[src/rtl/binary_encoder_4to2.sv]
// Registered 4-to-2 MSB-priority encoder with valid and one-hot grant.
// Optional BINENC_MULTIHOT_EN adds a registered multi_hot flag.
module binary_encoder_4to2 (
  input  logic       clk,
  input  logic       rst,
  input  logic [3:0] binary_input,
  output logic [1:0] encoded_output,
  output logic       valid_out,
  output logic [3:0] grant_onehot
`ifdef BINENC_MULTIHOT_EN
  ,
  output logic       multi_hot
`endif
);

  logic [1:0] enc_d;
  logic [3:0] grant_d;
  logic       valid_d;

  // Overlapping items are intended here: the first match wins.
  always_comb begin
    enc_d   = 2'b00;
    grant_d = 4'b0000;
    priority case (1'b1)
      binary_input[3]: begin
        enc_d   = 2'b11;
        grant_d = 4'b1000;
      end
      binary_input[2]: begin
        enc_d   = 2'b10;
        grant_d = 4'b0100;
      end
      binary_input[1]: begin
        enc_d   = 2'b01;
        grant_d = 4'b0010;
      end
      binary_input[0]: begin
        enc_d   = 2'b00;
        grant_d = 4'b0001;
      end
      default: begin
        enc_d   = 2'b00;
        grant_d = 4'b0000;
      end
    endcase
  end

  assign valid_d = |binary_input;

  always_ff @(posedge clk) begin
    if (rst) begin
      encoded_output <= 2'b00;
      valid_out      <= 1'b0;
      grant_onehot   <= 4'b0000;
    end else begin
      encoded_output <= enc_d;
      valid_out      <= valid_d;
      grant_onehot   <= grant_d;
    end
  end

`ifdef BINENC_MULTIHOT_EN
  logic mh_d;

  // Two or more bits set: some bit pairs with any lower bit.
  assign mh_d =
    (binary_input[3] & (|binary_input[2:0])) |
    (binary_input[2] & (|binary_input[1:0])) |
    (binary_input[1] & binary_input[0]);

  always_ff @(posedge clk) begin
    if (rst) multi_hot <= 1'b0;
    else     multi_hot <= mh_d;
  end
`endif

endmodule

[config.mk]
export PLATFORM = sky130hd
export DESIGN_NAME = binary_encoder_4to2
export DESIGN_NICKNAME = d
export VERILOG_FILES = /design/src/rtl/binary_encoder_4to2.sv
export SDC_FILE = /design/constraint.sdc
export NUM_CORES = 1
export LEC_CHECK = 0
export ABC_AREA = 1
export CORE_AREA = 2 2 39 41
export DETAILED_ROUTE_END_ITERATION = 10
export DIE_AREA = 0 0 41 43
export PLACE_DENSITY = 0.43
export SYNTH_ARGS = -nofsm -noshare
export SYNTH_HDL_FRONTEND = slang
export SYNTH_SLANG_ARGS = --single-unit
[constraint.sdc]
create_clock -name clk -period 0.8 [get_ports clk]
set_input_delay 0.2 -clock clk [delete_from_list [all_inputs] [get_ports clk]]
set_output_delay 0.2 -clock clk [all_outputs]
set_load 0.02 [all_outputs]
==> results.txt <==
- Run status: finished, violations left
- Violations in the final reports: negative setup slack
- The synthesized design spends more area on one cell type than any other, namely dfxtp_1.
- Once layout is complete, the utilization of the core stands at 28.9%.
- Input and output buffers added on the ports amount to 12.
- The floorplan step defined a die boundary enclosing between 0.0015 and 0.002 mm².
- The clock passes through at most 2 buffers.
* Critical Path Stages: 1
- By area the synthesized netlist is led by dfxtp_1 67%, nand2_1 9.0%, inv_1 7.2%.
* Final count of pins violating max slew: 0
- Traced cell by cell, the critical path runs through buf_6.
* Gp weighted congestion: 0.733
- Setup repair after global routing could not meet its margin everywhere.
- Multiplexer share of the synthesized area: 0%
- The synthesized netlist devotes 4.79% of its cell area to compound gates.
- In this run the number of H-tree levels came out at 1.
* Destination of the critical timing path: grant_onehot[1]
- The floorplan has 14 rows.
- Highest-delay cell along the critical path: dfxtp_2
* Max-capacitance violation count: 0
* Vertical die dimension: roughly 43 µm
- Nature of the critical path startpoint: flip-flop
- Compared with the post-synthesis result, the final layout area differs by 91.6%.
- The share of synthesized area in the top cell type comes to about two thirds.
- After floorplanning, the core was sized to cover 0.00138 mm².
- Yosys synthesis warning count: 0
- In the post-route analysis, the smallest setup slack over all paths is -0.0901 ns.
* Type of the setup path with the least slack: flip-flop to output port
- TritonCTS built the clock tree.
- Summed over all cells, the static leakage comes to roughly 0.20 nW.
- Wires add up to between 400 and 500 µm.
* Total power draw: approximately 800 µW
* Post-synth net total: 30
* DRC viols: 0
- Area used by sequential logic in the layout: 149 µm²
* Hold Vio Cnt, Final: 0
* Crit path max fanout: 1
* Launching element of the worst setup path: grant_onehot[1]
- After synthesis, the largest family of logic cells by area is simple AND/OR/NAND/NOR gates.
- Commonest cells after routing, fill and taps aside: 7 x dfxtp_2, 7 x buf_6, 5 x nand2_1
- Counting every sink on the clock net gives 7.
- Once layout is done, the placed cells without fillers occupy 400 µm².
- Max_slew headroom: between 80% and 90%
- Timing would allow up to between 1000 and 1500 MHz.
- The worst setup path is captured at an output port.
- Top-Level Pins: 13
- Fraction of layout instances using a drive strength above 1: 50.0%
* Antenna cell count: 0
- Final setup viols: 7
* Final period demand of the worst path: 0.890 ns
- Dividing the detail-routed via count by the number of cells gives between 3 and 4.
- Synthesis inferred 7 register bits.
- Hold Worst Slack: approximately 0.23 ns
- After filler insertion, the fill cell instance count of the layout stands at 155.
- For the pin with the worst max-slew slack, the measured transition is 0.180 ns.
- The first TritonRoute pass finished after 3 iterations.
- Synth Area in XOR/XNOR: 0%
- Simple logic cell fraction of the synthesized area: a little under a fifth
- For this run, the slowest stage of the critical path takes ~0.32 ns.
- The cell count after synthesis came out at 24.
- Entering global routing, the biggest net connects 6 pins.
- Crit path buffers/inverters: 1
- Clock tree root driver cell: clkbuf_4
* Post-synthesis cell type count: 9
- Summed negative setup slack over all endpoints: -0.593 ns
- Total gr overflow: 0
* Worst supply voltage drop on vdd: ~0.0008 V
- The number of hold buffers added after CTS was 0.
- Antenna violations before repair: 0
* Arr. time, crit path: between 0.6 and 0.7 ns
* Final antenna-violating net count: 0
- Dividing total power by cell area gives a power density of 2050 mW/mm².
- Total standard cell area after synthesis: around 210 µm²
- Total number of nets in the final design: 47
- Combined area of the multi-input logic cells: between 50 and 60 µm²
* Total track usage: about 5.9%
- Among cell families on the critical path, the largest total delay comes from flip-flops.
- Area share of fa/ha/maj cells after synthesis: 0%
* Average footprint of a synthesized cell: roughly 8.7 µm²
- The floorplan step set the die width to roughly 41 µm.
* Number of buffers added by the clock tree synthesis step: 3
- The detailed router finished its first iteration with 3 violations.
- At the worst endpoint, the required time is roughly 0.6 ns.
- The tightest min-delay check is of the input port to flip-flop type.
* Post-route fraction of the period consumed by the critical path: 111%
- Once placement finished, the instance area stood at around 350 µm².
- The final route contains approximately 190 vias.
* Starting density of the core: 15.1%
- The HPWL after detailed placement is approximately 330 µm.
- Average wire length per cell after detail routing: just over 8 µm
* Wire length of the first global-routing pass: 641 µm
- The via count of the first global-routing pass was 174.
- Post-synthesis sequential area ratio: 67.1%
* Total setup buffers inserted after CTS: 0
- After clock tree synthesis, the clock-pin slew on the worst setup and hold paths is approximately 0.060 ns.
## registers in the layout, summed over array words and instances (netlist names)
register / count
grant_onehot: 4
encoded_output: 2
valid_out: 1
## cell families (layout without fill, tap and decap cells)
kind of cell / count (synthesis) / count (layout)
simple gates: 10 / 10
buf+inv: 5 / 21
compound gates: 2 / 2
flops: 7 / 7
## cell usage after synthesis
library cell  number
nand3_1            1
o21ai_1            1
inv_2              1
inv_1              4
o21ai_0            1
dfxtp_1            7
nand2_1            5
nor2_1             3
nor3_1             1
## repair_timing
| item | in CTS | in global routing |
|---|---|---|
| endpoints found under the setup margin | 7 | 11 |
| pin swaps | 0 | 0 |
| gates cloned | 0 | 0 |
| resized for setup | 49 | 2 |
## report_power, final
group          switching (mW)  internal (mW)
sequential            0.00777          0.371
combinational          0.0547         0.0633
clock                   0.143          0.183
## how the worst min path moves through the flow
stage,from,endpoint,slack [ns],cells past startpoint
after detailed placement,binary_input[0],grant_onehot[0],0.78,3
after global routing,binary_input[3],grant_onehot[2],0.27,2
after CTS,binary_input[0],grant_onehot[0],0.51,3
after global placement,binary_input[0],grant_onehot[0],0.77,3
after floorplan,rst,grant_onehot[2],0.28,1
final,binary_input[3],grant_onehot[2],0.23,2
## layer usage
metal	routed length (µm)	global-route usage [%]
met1	174	7.44
met2	251	6.56
met3	36	1.57
met4	0	8.00
met5	0	0
## final cells by class
class	instances	share of cell area (%)
sequential	7	37.2
timing repair buffer	12	32.8
multi-input combinational	12	13.4
clock buffer	3	5.62
tap	16	5.00
inverter	5	4.69
clock inverter	1	1.25
## stage by stage
stage	std cells	worst slack, ns
4_1_cts	56	-0.0996
2_1_floorplan	24	0.205
6_report	56	-0.0901
3_5_place_dp	52	-0.300
5_1_grt	56	-0.107
3_3_place_gp	52	-0.280
(Power assumes the default switching activity.)
